<file path="config.mk">
export PLATFORM = sky130hd
export DESIGN_NAME = seq_multiplier
export DESIGN_NICKNAME = d
export VERILOG_FILES = /design/src/rtl/seq_multiplier.sv
export SDC_FILE = /design/constraint.sdc
export NUM_CORES = 1
export LEC_CHECK = 0
export CAP_MARGIN = 20
export CORE_ASPECT_RATIO = 0.9
export CORE_MARGIN = 3
export CORE_UTILIZATION = 55
export CTS_CLUSTER_SIZE = 25
export DETAILED_ROUTE_END_ITERATION = 6
export PLACE_DENSITY = 0.8
export SETUP_SLACK_MARGIN = 0.2
export SLEW_MARGIN = 20
export SYNTH_ARGS = -nofsm -noshare
export SYNTH_HDL_FRONTEND = slang
export SYNTH_SLANG_ARGS = --single-unit
</file>
<file path="constraint.sdc">
create_clock -name clk -period 2.6 [get_ports clk]
set_input_delay 0.26 -clock clk [delete_from_list [all_inputs] [get_ports clk]]
set_output_delay 0.26 -clock clk [all_outputs]
set_load 0.01 [all_outputs]
</file>
<file path="src/rtl/seq_multiplier.sv">
// ============================================================================
// Module   : seq_multiplier
// Purpose  : Multi-cycle shift-add multiplier (unsigned or radix-2 Booth)
// Revision : 1.0 - initial release
// ============================================================================
`default_nettype none
`timescale 1ns/1ps

module seq_multiplier #(
    parameter int WIDTH = 8
) (
    input  logic               clk,
    input  logic               rst,
    input  logic               start,
    input  logic               signed_mode,
    input  logic [WIDTH-1:0]   x,
    input  logic [WIDTH-1:0]   y,
    output logic               busy,
    output logic               done,
    output logic [2*WIDTH-1:0] p
);

    localparam int CW = (WIDTH > 2) ? $clog2(WIDTH) : 1;
    localparam logic [CW-1:0] c_last = CW'(WIDTH - 1);

    typedef enum logic [1:0] {
        S_IDLE  = 2'd0,
        S_ADD   = 2'd1,
        S_SHIFT = 2'd2,
        S_DONE  = 2'd3
    } state_t;

    state_t               state_q, state_d;
    logic [WIDTH:0]       acc_q, acc_d;
    logic [WIDTH-1:0]     mul_q, mul_d;
    logic [WIDTH-1:0]     x_q, x_d;
    logic                 qm1_q, qm1_d;
    logic                 sgn_q, sgn_d;
    logic [CW-1:0]        cnt_q, cnt_d;
    logic [2*WIDTH-1:0]   p_q, p_d;
    logic                 done_q, done_d;
    logic [WIDTH:0]       w_xext;

    always_ff @(posedge clk or posedge rst) begin
        if (rst) begin
            state_q <= S_IDLE;
            acc_q   <= '0;
            mul_q   <= '0;
            x_q     <= '0;
            qm1_q   <= 1'b0;
            sgn_q   <= 1'b0;
            cnt_q   <= '0;
            p_q     <= '0;
            done_q  <= 1'b0;
        end else begin
            state_q <= state_d;
            acc_q   <= acc_d;
            mul_q   <= mul_d;
            x_q     <= x_d;
            qm1_q   <= qm1_d;
            sgn_q   <= sgn_d;
            cnt_q   <= cnt_d;
            p_q     <= p_d;
            done_q  <= done_d;
        end
    end

    always_comb begin
        state_d = state_q;
        acc_d   = acc_q;
        mul_d   = mul_q;
        x_d     = x_q;
        qm1_d   = qm1_q;
        sgn_d   = sgn_q;
        cnt_d   = cnt_q;
        p_d     = p_q;
        done_d  = 1'b0;
        // One extra accumulator bit holds the unsigned carry / signed overflow
        w_xext  = sgn_q ? {x_q[WIDTH-1], x_q} : {1'b0, x_q};

        case (state_q)
            S_IDLE: begin
                if (start) begin
                    x_d     = x;
                    mul_d   = y;
                    sgn_d   = signed_mode;
                    acc_d   = '0;
                    cnt_d   = '0;
                    qm1_d   = 1'b0;
                    state_d = S_ADD;
                end
            end
            S_ADD: begin
                if (!sgn_q) begin
                    if (mul_q[0]) acc_d = acc_q + w_xext;
                end else begin
                    case ({mul_q[0], qm1_q})
                        2'b01:   acc_d = acc_q + w_xext;
                        2'b10:   acc_d = acc_q - w_xext;
                        default: acc_d = acc_q;
                    endcase
                end
                state_d = S_SHIFT;
            end
            S_SHIFT: begin
                acc_d   = {sgn_q & acc_q[WIDTH], acc_q[WIDTH:1]};
                mul_d   = {acc_q[0], mul_q[WIDTH-1:1]};
                qm1_d   = mul_q[0];
                cnt_d   = cnt_q + CW'(1);
                state_d = (cnt_q == c_last) ? S_DONE : S_ADD;
            end
            S_DONE: begin
                p_d     = {acc_q[WIDTH-1:0], mul_q};
                done_d  = 1'b1;
                state_d = S_IDLE;
            end
            default: state_d = S_IDLE;
        endcase
    end

    assign busy = (state_q != S_IDLE);
    assign done = done_q;
    assign p    = p_q;

endmodule

`default_nettype wire

</file>
* Word-level counts from Yosys, hierarchy flattened *
Index checks and enable logic that the tools add are counted.

cells by class
  bitwise gates (word level) = 1
  equal/unequal tests = 9
  add/sub/neg operators = 3
  reductions and logical operators = 7
  mux-type cells = 16

operators by type and width
  cell                 number
  $mux 9               4
  $pmux 9 s3           1
  $pmux 9 s2           1
  $pmux 8 s2           1
  $add 9x9->9          1
  $sub 9x9->9          1
  $mux 8               1
  $pmux 2 s4           1
  $eq 2x2->1 const B   3
  $pmux 3 s2           1
  $eq 2x1->1 const B   2
  $mux 2               2
  $ne 4x4->1 const B   1
  $reduce_and 2->1     2
  $reduce_and 4->1     1
  $reduce_bool 2->1    2
  $add 3x1->3 const B  1
  $eq 3x3->1 const B   1
  $mux 3               1
  $ne 3x3->1 const B   1
  $reduce_bool 3->1    1
  $logic_not 2->1      1
  $mux 1               2
  $ne 2x2->1 const B   1
  other kinds (2)      2

word-level totals
  word-level logic and storage cells = 45
  input port bits = 20
  output and inout port bits = 18
  bits in registers = 49

* Logic depth before layout (Yosys ltp) *
  word-level depth = 5
  depth in mapped cells = 10
  depth with buffers taken out = 10

* Worst setup path after synthesis *
OpenSTA, ideal clock, no wires.

  path kind = reg2reg
  start = reg acc_q[0]
  end = reg acc_q[8]
  library setup time = 0.069 ns
  setup slack = 0.363 ns
  period minus slack after synthesis = 2.237 ns
  data required time = 2.531 ns
  cell stages (with the launch flop) = 11
  arrival = 2.169 ns
  cell sequence = dfrtp_1 -> inv_1 -> ha_1 -> fa_1 -> inv_1 -> a21o_1 -> a21o_1 -> o311a_1 -> and3_1 -> or4_1 -> nand3_1

on the way
  cells in the longest elaborated chain, start to end = 4
  elaborated cells between the ends (all ways) = 6
  classes of those cells = add/sub: 2; mux: 4

RTL lines
  element                                            RTL line    RTL
  start: declaration                                 34          logic [WIDTH:0] acc_q, acc_d;
  start signal: assignment                           47          acc_q <= '0;
  start signal: assignment                           57          acc_q <= acc_d;
  $sub 9x9->9 / $add 9x9->9 (equally long branches)  99, 95, 98
  $pmux 9 s2 / $mux 9 (equally long branches)        97, 95
  $mux 9 (*)                                         94          if (!sgn_q) begin
  $pmux 9 s3 (*)                                     81          case (state_q)

Mark *: on every way between the ends. The rest lies on a longest branch, timed or not. The select of a mux whose other input is x is not followed.
A chain may end at the register's enable or synchronous reset.

* Worst setup path after layout *
Ends and elaborated chain as after synthesis.

==> run metrics <==
run status finished, final reports clean; Pint 2.64 mW; largest net degree at the start of global routing 50; DRT iter0 DRCs 169; fin crit share 90.7%; worst skew pair latency 0.30 ns; die width 80.5 um; sequential area share after synthesis 44.7%; top-area cell type share of the netlist area 44.7%; Startpoint Class flop; worst-path fanout max 3; post-route ant nets 0; CTS Buf Count 5; Leak 1.52 nW; total power draw 4.57 mW; Max Cap Viol 0; combinational group share of total power 57.8%; Initial Utilization 59.2%; vias in the first global route 2,086; CTS Sinks 49; ys async rst share 100%; DR vias 2,202; grt total ovfl 0; FILL cells 320; area leader, netlist dfrtp_1; Switching Share 42.1%; Final Max Tran Viols 0; clock skew 0.00602 ns; Clock power frac 12.0%; Post-Route WL 6230 um; Slew headroom 55.6%; fraction of layout cells with a size suffix above 1 21.4%; port buffer count 37; Synth Warn # 0; CTS root buffer clkbuf_8; initial antenna violation count 0; Syn Std Cell Area 0.00275 sq mm; Max Clock Freq 0.424 GHz; Vias/cell 5.79; DRT Pass-1 Iters 6; Worst EP required 2.84 ns; count of flip-flops with a built-in enable after synthesis 0; dpl hpwl 4240 um; Worst setup startpoint acc_q[0]; routed len/inst 16.4 um; CTS tree done; Core ar. 0.00463 sq mm; htree depth 2; Worst EP arrival 2.60 ns; I/O pin total 38; Final GP Congestion 0.878; CTS clock-pin slew for the worst setup and hold paths 0.09 ns; Final #Nets 362; Crit. End Element flop; Mapped Cells 267; Clock Path Buffers 2; PD cells 1320 mW/mm^2; hold_ws 0.445 ns; most frequent cell after synthesis dfrtp_1; Netlist cell types 42; Crit Path Class reg2reg; ys flop type dfrtp_1; Die H 73.0 um; setup TNS 0 ns; num rows 23; Avg Cell Area, Syn 10.3 sq um; syn_nets 312; synthesis-to-layout area growth 25.8%; Overall Global Routing Usage 21.5%; Psw 1.92 mW; FF-to-FF Start acc_q[0]; # DRC 0; ANT cells 0; Finish-stage setup viols 0; Hold/Removal Path Class in2async; fin util 74.6%; Flop pwr share 30.3%; Post-synth top cells 49 x dfrtp_1, 27 x nor2_1, 25 x mux2_2; Yosys reg bits 49; global-route wire length before repair 9780 um; maximum vdd drop 0.781 mV; RSZ-0062 raised after global routing yes; Worst Tran Pin Value 0.665 ns; Area contributors post-synth dfrtp_1 45%, ha_1 10%, mux2_2 10%, nor2_1 3.7%, inv_1 3.0%; die area 0.00588 sq mm; Final Hold Viols 0; minimum clock period 2.36 ns
-- cells in the final DEF (no fill, tap or decap), drive strengths merged, types with 2 or more instances in the layout --
cell type	count
a2111oi	2
a211oi	3
a21o	2
a21oi	12
a221oi	3
a22o	3
a31oi	2
and3	3
buf	14
clkbuf	5
clkdlybuf4s50	37
dfrtp	49
fa	2
ha	23
inv	22
mux2	25
nand2	15
nand2b	4
nand3	6
nand3b	2
nor2	27
nor2b	2
nor3	6
o21ai	14
o22ai	11
xnor2	6
-- worst max-delay path, cell delays in order (launching register included) --
cell and delay, ns:
dfrtp_1 0.42, inv_2 0.10, ha_4 0.15, fa_2 0.21, inv_1 0.04, a21o_1 0.17, a21o_1 0.18, o311a_1 0.31
and3_1 0.18, or4_1 0.47, nand3_1 0.09
-- timing repair --
| item | in CTS | in global routing |
|---|---|---|
| resized for setup | 6 | 17 |
| buffers inserted | 6 | 5 |
| endpoints found under the setup margin | 1 | 3 |
| pin swaps | 3 | 9 |
| hold buffers | 0 | 0 |
-- cell families after synthesis --
logic type,Yosys count,share of synthesized area [%]
compound gates,61,14.4
xor+xnor,7,2.23
fa+ha+maj,25,11.9
buf+inv,30,4.15
flops,49,44.7
mux,25,10.3
simple gates,70,12.3
-- power groups by stage --
stage	sequential [mW]	combinational [mW]	clock [mW]
2_1_floorplan	1.36	1.67	0
3_3_place_gp	1.37	2.31	0
3_5_place_dp	1.39	2.37	0
4_1_cts	1.37	2.44	0.557
5_1_grt	1.43	2.87	0.587
6_report	1.38	2.64	0.546
-- cell type report --
type	count	area, sq um	area share (%)
Multi-Input combinational cell	188	1480	42.7
Sequential cell	49	1230	35.5
Timing Repair Buffer	51	475	13.8
Inverter	22	82.6	2.39
Tap cell	62	77.6	2.25
Clock buffer	5	68.8	1.99
Clock inverter	3	46.3	1.34
-- metal layers --
metal / vias to the layer above / wire (um) / track usage (%)
li1: 1052 / - / -
met4: 0 / 72 / 6.00
met1: 1074 / 2970 / 29.9
met3: 10 / 256 / 4.32
met5: - / 0 / 0
met2: 66 / 2930 / 34.2
-- metrics by stage --
| step | setup WS [ns] | std cells | instance area (sq um) |
|---|---|---|---|
| floorplan | 0.363 | 267 | 2750 |
| global placement | 0.233 | 361 | 3180 |
| detailed placement | 0.165 | 361 | 3180 |
| CTS | 0.205 | 375 | 3360 |
| global route | 0.142 | 380 | 3450 |
| finish | 0.241 | 380 | 3450 |
-- flip-flops by register name, indices dropped and copies added (netlist names) --
| register | flops |
|---|---|
| state_q | 2 |
| x_q | 8 |
| done | 1 |
| qm1_q | 1 |
| cnt_q | 3 |
| mul_q | 8 |
| acc_q | 9 |
| p | 16 |
| sgn_q | 1 |
-- path summary, 6_finish.rpt --
check / to / slack (ns) / cells after the start
min in group clk: p[4] / 0.52 / 1
worst min-delay path: mul_q[2] / 0.45 / 3
worst max register to register: acc_q[8] / 0.24 / 10
max in group asynchronous: x_q[1] / 1.73 / 3
worst min register to register: p[4] / 0.52 / 1
worst max-delay path: acc_q[8] / 0.24 / 10
No activity file was read; power rests on OpenSTA's default activity.
